--- config.mk ---
export PLATFORM = sky130hd
export DESIGN_NAME = macc_out_packer
export DESIGN_NICKNAME = d
export VERILOG_FILES = /design/src/rtl/macc_pack_pkg.sv /design/src/rtl/macc_pack_fifo.sv /design/src/rtl/macc_out_packer.sv
export SDC_FILE = /design/constraint.sdc
export NUM_CORES = 1
export LEC_CHECK = 0
export ABC_AREA = 0
export BUFFER_PORTS_ARGS = -buffer_cell sky130_fd_sc_hd__buf_2
export CAP_MARGIN = 20
export CORE_MARGIN = 5
export CORE_UTILIZATION = 40
export CTS_CLUSTER_DIAMETER = 40
export DETAILED_ROUTE_END_ITERATION = 16
export GPL_TIMING_DRIVEN = 0
export PLACE_DENSITY = 0.53
export SKIP_LAST_GASP = 1
export SLEW_MARGIN = 20
export SYNTH_ARGS = -nofsm -noshare
export SYNTH_HDL_FRONTEND = slang
export SYNTH_SLANG_ARGS = --single-unit
--- constraint.sdc ---
create_clock -name clk -period 52.2 [get_ports clk]
set_clock_uncertainty 0.05 [all_clocks]
set_input_delay 5.22 -clock clk [delete_from_list [all_inputs] [get_ports clk]]
set_output_delay 5.22 -clock clk [all_outputs]
set_load 0.05 [all_outputs]
--- src/rtl/macc_pack_pkg.sv ---
// Shared constants and sizing helpers for the macc output packer.
package macc_pack_pkg;

    localparam int unsigned FIFO_MIN_DEPTH = 2;

    function automatic int unsigned lane_idx_w(input int unsigned n);
        return (n > 1) ? $clog2(n) : 1;
    endfunction

    function automatic int unsigned fifo_ptr_w(input int unsigned depth);
        return (depth > 1) ? $clog2(depth) : 1;
    endfunction

    function automatic longint round_bias(input int unsigned frac);
        return longint'(1) <<< (frac - 1);
    endfunction

    function automatic longint sat_max(input int unsigned w);
        return (longint'(1) <<< (w - 1)) - longint'(1);
    endfunction

    function automatic longint sat_min(input int unsigned w);
        return -(longint'(1) <<< (w - 1));
    endfunction

endpackage

--- src/rtl/macc_pack_fifo.sv ---
// Synchronous power-of-two FIFO with occupancy output; storage cleared by reset.
module macc_pack_fifo
    import macc_pack_pkg::*;
#(
    parameter int unsigned WIDTH = 8,
    parameter int unsigned DEPTH = 8,
    localparam int unsigned PW = fifo_ptr_w(DEPTH),
    localparam int unsigned CW = PW + 1
) (
    input  logic             clk,
    input  logic             reset,
    input  logic             push_i,
    input  logic [WIDTH-1:0] push_data_i,
    input  logic             pop_i,
    output logic [WIDTH-1:0] pop_data_o,
    output logic             empty_o,
    output logic [CW-1:0]    count_o
);

    logic [WIDTH-1:0] mem_q [DEPTH];
    logic [PW-1:0]    wr_ptr_q, rd_ptr_q;
    logic [CW-1:0]    count_q, count_d;

    always_comb begin
        count_d = count_q;
        if (push_i && !pop_i)
            count_d = count_q + CW'(1);
        else if (!push_i && pop_i)
            count_d = count_q - CW'(1);
    end

    always_ff @(posedge clk or posedge reset) begin
        if (reset) begin
            for (int i = 0; i < int'(DEPTH); i++)
                mem_q[i] <= '0;
            wr_ptr_q <= '0;
            rd_ptr_q <= '0;
            count_q  <= '0;
        end else begin
            if (push_i) begin
                mem_q[wr_ptr_q] <= push_data_i;
                wr_ptr_q        <= wr_ptr_q + PW'(1);
            end
            if (pop_i)
                rd_ptr_q <= rd_ptr_q + PW'(1);
            count_q <= count_d;
        end
    end

    assign pop_data_o = mem_q[rd_ptr_q];
    assign empty_o    = (count_q == '0);
    assign count_o    = count_q;

endmodule

--- src/rtl/macc_out_packer.sv ---
// Rounds/saturates accumulator samples, packs PACK_NUM lanes per word, buffers words in a FIFO.
// Optional build macro: MACC_PACK_RELU_EN clamps negative lane values to zero.
`ifndef PRECISION_ACC
`define PRECISION_ACC 32
`endif
`ifndef PRECISION_OP
`define PRECISION_OP 16
`endif
`ifndef PRECISION_FRAC
`define PRECISION_FRAC 8
`endif

module macc_out_packer
    import macc_pack_pkg::*;
#(
    parameter int unsigned ACC_WIDTH  = `PRECISION_ACC,
    parameter int unsigned OUT_WIDTH  = `PRECISION_OP,
    parameter int unsigned FRAC_BITS  = `PRECISION_FRAC,
    parameter int unsigned PACK_NUM   = 4,
    parameter int unsigned FIFO_DEPTH = 8
) (
    input  logic                          clk,
    input  logic                          reset,
    input  logic                          in_valid,
    output logic                          in_ready,
    input  logic signed [ACC_WIDTH-1:0]   in_data,
    input  logic                          in_last,
    output logic                          out_valid,
    input  logic                          out_ready,
    output logic [OUT_WIDTH*PACK_NUM-1:0] out_data,
    output logic                          out_last,
    output logic                          sat_flag,
    input  logic                          clear_flag
);

    localparam int unsigned RW = ACC_WIDTH + 1;
    localparam int unsigned WW = OUT_WIDTH * PACK_NUM;
    localparam int unsigned LW = lane_idx_w(PACK_NUM);
    localparam int unsigned CW = fifo_ptr_w(FIFO_DEPTH) + 1;
    localparam logic signed [RW-1:0] BIAS    = RW'(round_bias(FRAC_BITS));
    localparam logic signed [RW-1:0] SAT_MAX = RW'(sat_max(OUT_WIDTH));
    localparam logic signed [RW-1:0] SAT_MIN = RW'(sat_min(OUT_WIDTH));
    localparam logic [LW-1:0]        LAST_LANE = LW'(PACK_NUM - 1);

    logic                 accept_c;
    logic signed [RW-1:0] sum_c, rnd_c;
    logic [OUT_WIDTH-1:0] lane_val_c;
    logic                 ovf_c;

    logic                 s1_valid_q, s1_last_q;
    logic [OUT_WIDTH-1:0] s1_data_q;
    logic [LW-1:0]        cnt_q, cnt_d;
    logic [WW-1:0]        lanes_q, lanes_d, word_c;
    logic                 complete_c;
    logic                 sat_q, sat_d;
    logic                 ready_en_q;

    logic                 fifo_pop_c, fifo_empty;
    logic [WW:0]          fifo_rd_data;
    logic [CW-1:0]        fifo_count;

    assign accept_c = in_valid && in_ready;

    // Stage-1 datapath: round half toward +inf, then saturate to the lane range.
    always_comb begin
        sum_c      = {in_data[ACC_WIDTH-1], in_data} + BIAS;
        rnd_c      = sum_c >>> FRAC_BITS;
        lane_val_c = rnd_c[OUT_WIDTH-1:0];
        ovf_c      = 1'b0;
        if (rnd_c > SAT_MAX) begin
            lane_val_c = SAT_MAX[OUT_WIDTH-1:0];
            ovf_c      = 1'b1;
        end else if (rnd_c < SAT_MIN) begin
            lane_val_c = SAT_MIN[OUT_WIDTH-1:0];
            ovf_c      = 1'b1;
        end
`ifdef MACC_PACK_RELU_EN
        if (rnd_c < 0) begin
            lane_val_c = '0;
            ovf_c      = 1'b0;
        end
`endif
    end

    // Packer: merge the stage-1 result into its lane and detect word completion.
    always_comb begin
        word_c     = lanes_q;
        lanes_d    = lanes_q;
        cnt_d      = cnt_q;
        complete_c = 1'b0;
        for (int i = 0; i < int'(PACK_NUM); i++)
            if (LW'(i) == cnt_q)
                word_c[i*OUT_WIDTH +: OUT_WIDTH] = s1_data_q;
        if (s1_valid_q) begin
            complete_c = (cnt_q == LAST_LANE) || s1_last_q;
            if (complete_c) begin
                lanes_d = '0;
                cnt_d   = '0;
            end else begin
                lanes_d = word_c;
                cnt_d   = cnt_q + LW'(1);
            end
        end
    end

    // Sticky saturation flag; a new saturation wins over a same-cycle clear.
    always_comb begin
        sat_d = sat_q;
        if (clear_flag)
            sat_d = 1'b0;
        if (accept_c && ovf_c)
            sat_d = 1'b1;
    end

    always_ff @(posedge clk or posedge reset) begin
        if (reset) begin
            s1_valid_q <= 1'b0;
            s1_last_q  <= 1'b0;
            s1_data_q  <= '0;
            cnt_q      <= '0;
            lanes_q    <= '0;
            sat_q      <= 1'b0;
            ready_en_q <= 1'b0;
        end else begin
            s1_valid_q <= accept_c;
            if (accept_c) begin
                s1_last_q <= in_last;
                s1_data_q <= lane_val_c;
            end
            cnt_q      <= cnt_d;
            lanes_q    <= lanes_d;
            sat_q      <= sat_d;
            ready_en_q <= 1'b1;
        end
    end

    assign fifo_pop_c = out_ready && !fifo_empty;

    macc_pack_fifo #(
        .WIDTH (WW + 1),
        .DEPTH (FIFO_DEPTH)
    ) u_fifo (
        .clk         (clk),
        .reset       (reset),
        .push_i      (complete_c),
        .push_data_i ({s1_last_q, word_c}),
        .pop_i       (fifo_pop_c),
        .pop_data_o  (fifo_rd_data),
        .empty_o     (fifo_empty),
        .count_o     (fifo_count)
    );

    // Headroom of one slot covers the single word that can still be in flight.
    assign in_ready  = ready_en_q && (fifo_count <= CW'(FIFO_DEPTH - 2));
    assign out_valid = !fifo_empty;
    assign out_data  = fifo_rd_data[WW-1:0];
    assign out_last  = fifo_rd_data[WW];
    assign sat_flag  = sat_q;

endmodule

Word level (Yosys, flattened, before mapping). Index checks and enable logic that the tools add are counted. Widths: inputs -> output; s select.

Output and inout bits: 68. Logic and storage cells: 72. Memories kept: 0. Bits in read-only memories: 0. Register bits after elaboration: 616. Bits in latches: 0. RAM bits: 0. Input bits: 38.

Multiplexer cells: 21. Order comparisons: 6. Bitwise gates (word level): 2. Equality and inequality tests: 4. Shifts and indexed selects: 0. Add/subtract/negate cells: 6. Multiply operators: 0. Reductions and logical operators: 15. Div/mod/pow operators: 0.

Operators with widths (number): $bwmux 520 (1); $bmux 65 s3 (1); $demux 65 s3 (1); $mux 65 (3); $mux 16 (6); $mux 64 (1); $add 32x9->33 const B (1); $gt 25x16->1 const B (1); $lt 25x16->1 const B (1); $ge 4x4->1 const B (2); $mux 4 (2); $not 3->4 (2); $logic_and 1x1->1 (7); $add 3x1->3 const B (2); $mux 1 (5); $add 4x1->4 const B (1); $eq 2x2->1 const A (2); $le 4x3->1 const B (1); $logic_not 4->1 (1); $lt 4x1->1 const B (1); $reduce_bool 2->1 (2); $sub 4x1->4 const B (1); $logic_not 1->1 (3); $add 2x1->2 const B (1); 5 further kinds (5).

Logic depth before layout (Yosys ltp).
Depth in word-level cells: 7. Mapped depth: 12. Mapped depth without buffers: 11.

Cells and area by module. From an unflattened synthesis, not the netlist that was laid out.

Cell total of the unflattened synthesis: 1938. Area total of the unflattened synthesis: 28379.7 um^2.

By module, submodules not included: macc_pack_fifo (seq. area each 13262.7 um^2, times used 1, area each 23681.5 um^2, cells each 1388); macc_out_packer (seq. area each 2152.1 um^2, times used 1, area each 4698.3 um^2, cells each 550).

Worst setup path after synthesis. OpenSTA, ideal clock, no wires.

Kind: register to output. Start point: register u_fifo.rd_ptr_q[0]. End point: output port out_data[0]. Required time: 46.930 ns. Stages on the path, launching flop included: 6. Path buffers: 3. Arrival time: 1.994 ns. Setup slack: 44.936 ns. Cell sequence: dfrtp_1 clkbuf_1 clkbuf_1 buf_2 mux4_2 mux2_2.

Cells in the longest elaborated chain, start to end: 4.

RTL lines: start, declared (line macc_pack_fifo.sv:21) `logic [PW-1:0] wr_ptr_q, rd_ptr_q;`; start signal, assigned (line macc_pack_fifo.sv:45) `rd_ptr_q <= rd_ptr_q + PW'(1);`; $not 3->4 (not written as such) (line macc_pack_fifo.sv:50) `assign pop_data_o = mem_q[rd_ptr_q];`; $bmux 65 s3 (line macc_pack_fifo.sv:50); $mux 65 (not written as such) (2 in a row) (line macc_pack_fifo.sv:50); end, declared (line macc_out_packer.sv:30) `output logic [OUT_WIDTH*PACK_NUM-1:0] out_data,`.

Every way passes these cells. The select of a mux whose other input is x is not followed.

Worst setup path after layout.
Start point: register u_fifo.rd_ptr_q[0]. End point: output port out_data[52].

Same word-level chain as after synthesis.

==> flow_summary.html <==
<table>
<tr><th>Metric</th><th>Value</th></tr>
<tr><th colspan="2">Final layout</th></tr>
<tr><td>Area growth from synthesis to layout</td><td>19.97%</td></tr>
<tr><td>Most frequent cells in the layout</td><td>616 x dfrtp_1, 468 x nor2_1, 463 x a21oi_1</td></tr>
<tr><td>Final core utilization</td><td>48.32%</td></tr>
<tr><td>Number of nets at the end of the flow</td><td>2658</td></tr>
<tr><td>Share of final-layout standard cells stronger than drive strength 1</td><td>about a fifth</td></tr>
<tr><td>Summed area of non-filler cells in the final layout</td><td>32390 sq um</td></tr>
<tr><td>Number of filler instances in the final layout</td><td>just over 6000</td></tr>
<tr><td>Most frequent standard cell in the layout excluding fill and tap cells</td><td>dfrtp_1</td></tr>
<tr><th colspan="2">Outcome</th></tr>
<tr><td>Status</td><td>finished, final reports clean</td></tr>
<tr><th colspan="2">Timing</th></tr>
<tr><td>Final period demand of the worst path</td><td>approximately 9400 ps</td></tr>
<tr><td>Pin slew with the least headroom to its limit</td><td>about 1200 ps</td></tr>
<tr><td>Number of failing setup endpoints in the final timing report</td><td>0</td></tr>
<tr><td>Maximum clock frequency</td><td>106.4 MHz</td></tr>
<tr><td>Final hold viol count</td><td>0</td></tr>
<tr><td>Total Neg Setup Slack</td><td>0 ps</td></tr>
<tr><td>Final-layout worst hold slack</td><td>426.2 ps</td></tr>
<tr><td>RSZ-0062 raised after global routing</td><td>false</td></tr>
<tr><td>Final period util</td><td>18.00%</td></tr>
<tr><td>Max_slew headroom</td><td>a little under a fifth</td></tr>
<tr><td>Max-slew violation total from the final report</td><td>0</td></tr>
<tr><th colspan="2">Global routing</th></tr>
<tr><td>First-pass GRT wire length</td><td>around 130000 microns</td></tr>
<tr><td>Number of antenna violations at the first check in global routing</td><td>18</td></tr>
<tr><td>Vias in the first global route</td><td>20650</td></tr>
<tr><td>Pin count of the biggest net entering global routing</td><td>between 90 and 100</td></tr>
<tr><td>Global route overflow</td><td>0</td></tr>
<tr><td>Total routing usage reported by global routing</td><td>22.57%</td></tr>
<tr><th colspan="2">Critical path</th></tr>
<tr><td>Critical path capture point type</td><td>output pin</td></tr>
<tr><td>Critical register-to-register path startpoint</td><td>s1_valid_q</td></tr>
<tr><td>R2r endpoint</td><td>u_fifo.mem_q[329]</td></tr>
<tr><td>CP arrival</td><td>4130 ps</td></tr>
<tr><td>R2R depth</td><td>7</td></tr>
<tr><td>Worst reg2reg setup slack</td><td>48520 ps</td></tr>
<tr><td>Data required time at the worst endpoint</td><td>~47000 ps</td></tr>
<tr><td>Startpoint type of the worst setup path</td><td>flop</td></tr>
<tr><td>CP Max Fanout</td><td>10</td></tr>
<tr><td>Setup Crit Path Kind</td><td>flop to output pin</td></tr>
<tr><th colspan="2">Logic synthesis</th></tr>
<tr><td>Mean Syn Cell Area</td><td>between 10 and 15 sq um</td></tr>
<tr><td>Register bit count reported by yosys</td><td>616</td></tr>
<tr><td>Post-synthesis instance total</td><td>2403</td></tr>
<tr><td>Cell area after technology mapping</td><td>between 20000 and 30000 sq um</td></tr>
<tr><td>Largest area contributor in the netlist</td><td>dfrtp_1</td></tr>
<tr><td>Share of synthesized area spent on multiplexers</td><td>16.42%</td></tr>
<tr><td>Yosys warning count</td><td>0</td></tr>
<tr><td>Net count after synthesis</td><td>around 2500</td></tr>
<tr><td>Parity-gate share of the synthesized area counting xor and xnor cells</td><td>0.7137%</td></tr>
<tr><td>Adder-cell area share of the yosys netlist</td><td>less than 1%</td></tr>
<tr><td>Most used DFF post-synth</td><td>dfrtp_1</td></tr>
<tr><td>Number of flops mapped to enable cells by yosys</td><td>0</td></tr>
<tr><td>Post-synth cell types</td><td>62</td></tr>
<tr><td>Combinational family with the most area after synthesis</td><td>multiplexers</td></tr>
<tr><td>Share of Yosys cell area claimed by the top area cell type</td><td>57.10%</td></tr>
<tr><td>Compound-gate portion of the synthesized area</td><td>12.13%</td></tr>
<tr><td>Post-synthesis simple-gate area fraction</td><td>under 10%</td></tr>
<tr><td>Largest cells by area after synthesis</td><td>dfrtp_1 57%, mux4_2 11%, a21oi_1 8.6%</td></tr>
<tr><td>Async SR Flop Fraction</td><td>100.0%</td></tr>
<tr><td>Post-synthesis sequential area ratio</td><td>a little under three fifths</td></tr>
<tr><th colspan="2">Routing</th></tr>
<tr><td>Vias per std cell</td><td>5.549</td></tr>
<tr><td>Number of DRC markers after the initial detailed-route iteration</td><td>1665</td></tr>
<tr><td>Final wirelength</td><td>slightly above 80000 microns</td></tr>
<tr><td>Detailed-router iteration count before antenna repair</td><td>7</td></tr>
<tr><td>Routed wire per std cell</td><td>approximately 23 microns</td></tr>
<tr><td>Number of remaining DRC errors</td><td>0</td></tr>
<tr><td>Number of vias after detailed routing</td><td>19820</td></tr>
<tr><td>Antenna Violating Nets Remaining</td><td>0</td></tr>
<tr><th colspan="2">Clock tree</th></tr>
<tr><td>Clock tree buffer depth</td><td>3</td></tr>
<tr><td>Root buffer cell</td><td>clkbuf_16</td></tr>
<tr><td>Clock Latency Late Sink</td><td>~640 ps</td></tr>
<tr><td>Clock-pin slew on the worst setup and hold paths</td><td>60 ps</td></tr>
<tr><td>CTS tree</td><td>built</td></tr>
<tr><td>Number of clock sinks</td><td>616</td></tr>
<tr><td>Number of hold buffers added after CTS</td><td>0</td></tr>
<tr><td>CTS H-Tree Depth</td><td>3</td></tr>
<tr><td>Number of buffers inserted during clock tree synthesis</td><td>98</td></tr>
<tr><td>CTS-repair resized insts</td><td>0</td></tr>
<tr><td>Post-CTS Repair Setup Buffers</td><td>0</td></tr>
<tr><th colspan="2">Die</th></tr>
<tr><td>Effective utilization at floorplan</td><td>40.27%</td></tr>
<tr><td>Die Span Y</td><td>269.8 microns</td></tr>
<tr><td>FP Rows</td><td>95</td></tr>
<tr><td>Top-level I/O count</td><td>106</td></tr>
<tr><td>Die Footprint</td><td>72790 sq um</td></tr>
<tr><td>Die boundary width</td><td>269.8 microns</td></tr>
<tr><td>Area of the core</td><td>67040 sq um</td></tr>
<tr><th colspan="2">Power</th></tr>
<tr><td>Switching portion of total power</td><td>about two fifths</td></tr>
<tr><td>Net Switching</td><td>854.0 uW</td></tr>
<tr><td>Part of the power in registers</td><td>33.4%</td></tr>
<tr><td>Share of total power in the clock network</td><td>a little under a third</td></tr>
<tr><td>Pint</td><td>1389 uW</td></tr>
<tr><td>Peak supply drop</td><td>0.03372 mV</td></tr>
<tr><td>Power per unit of standard cell area</td><td>69.23 nW/um^2</td></tr>
<tr><td>Leakage power total</td><td>0.01457 uW</td></tr>
<tr><td>Share of total power in combinational logic</td><td>a little over a third</td></tr>
<tr><th colspan="2">Min path</th></tr>
<tr><td>Min-Delay Endpoint</td><td>u_fifo.mem_q[229]</td></tr>
<tr><td>Hold Crit Start</td><td>u_fifo.mem_q[229]</td></tr>
<tr><td>Worst min path class</td><td>flop to flop</td></tr>
<tr><td>Cell depth of the worst hold path</td><td>2</td></tr>
<tr><th colspan="2">Placed design</th></tr>
<tr><td>Area after detailed placement</td><td>28800 sq um</td></tr>
<tr><td>Post-detailed-placement half-perimeter wirelength</td><td>54970 microns</td></tr>
<tr><td>Routability cong.</td><td>0.8369</td></tr>
<tr><td>Port Buffers</td><td>98</td></tr>
<tr><th colspan="2">Job</th></tr>
<tr><td>Max-Cap Viols</td><td>0</td></tr>
</table>
-- metal layers --
metal  part of all wire [%]  routed length (microns)  track usage [%]  up-vias
met2                     48                    39400            36.33      559
li1                       -                        -                -     8870
met3                    6.8                     5616            5.294      114
met5                   0.11                       92                0        -
met1                     43                    35720            31.09    10260
met4                    2.0                     1659            6.151       14
-- power by group through the flow --
stage          registers (uW)  logic [uW]  clock network, uW
4_1_cts                   748         802                708
2_1_floorplan             715         605                  0
6_report                  750         794                698
5_1_grt                   768         863                730
3_5_place_dp              754         799                  0
3_3_place_gp              748         781                  0
-- critical path: stages, from the launching register on --
cell	delay, ps
dfrtp_1	360
clkbuf_1	580
clkbuf_1	880
buf_2	540
mux4_2	560
mux2_2	310
buf_2	220
-- how the worst max path moves through the flow --
stage / slack [ps] / to / from
after detailed placement: 43400 / out_data[52] / u_fifo.rd_ptr_q[0]
final: 42800 / out_data[52] / u_fifo.rd_ptr_q[0]
after global routing: 42650 / out_data[52] / u_fifo.rd_ptr_q[0]
after floorplan: 29680 / cnt_q[0] / reset
after CTS: 42690 / out_data[52] / u_fifo.rd_ptr_q[0]
after global placement: 23440 / u_fifo.mem_q[85] / reset
-- cells in the mapped netlist, types with 3 or more instances --
cell / count
mux2_2: 74
ha_1: 10
mux2i_1: 66
nand4_1: 4
nand2_1: 88
nor3_1: 7
clkbuf_1: 153
and2_1: 18
o21ai_0: 61
xnor2_1: 11
mux4_2: 130
nand3_1: 15
xor2_1: 11
nor2_1: 468
o21ai_2: 8
nor3_2: 3
o22ai_1: 50
buf_1: 5
buf_2: 17
dfrtp_1: 616
o21ai_1: 13
a21oi_1: 463
and3_1: 5
inv_1: 60
a21o_1: 3
-- stage by stage --
stage	setup slack, ps	power (uW)	cells
2_1_floorplan	29680	1320	2403
3_3_place_gp	23440	1529	3374
3_5_place_dp	43400	1553	3382
4_1_cts	42690	2259	3565
5_1_grt	42650	2361	3568
6_report	42800	2243	3571
-- cells by family (layout without fill, tap and decap cells) --
group | count (synthesis) | after routing
adder cells (fa/ha/maj) | 11 | 11
flip-flops | 616 | 616
other | 1 | 7
XOR/XNOR | 22 | 22
AO/OA/AOI/OAI | 616 | 616
AND/OR/NAND/NOR | 628 | 628
buffers and inverters | 238 | 527
multiplexers | 271 | 271
-- flip-flops by register name, summed over array words and instances, names as in the netlist --
signal and count:
u_fifo.wr_ptr_q 3, lanes_q 64, u_fifo.mem_q 520, sat_flag 1
s1_valid_q 1, u_fifo.count_o 4, u_fifo.rd_ptr_q 3, s1_data_q 16
s1_last_q 1, cnt_q 2, ready_en_q 1
-- layout make-up --
cell class	instances	area, sq um	share of cell area (%)
sequential	616	15410	47.59
inverter	60	232.7	0.7185
multi-input combinational	1549	10650	32.88
timing repair buffer	106	698.2	2.155
clock inverter	62	913.4	2.820
clock buffer	121	2659	8.208
antenna	6	15.01	0.04635
buffer	178	715.7	2.210
tap	873	1092	3.372
No activity file was read; power rests on OpenSTA's default activity.
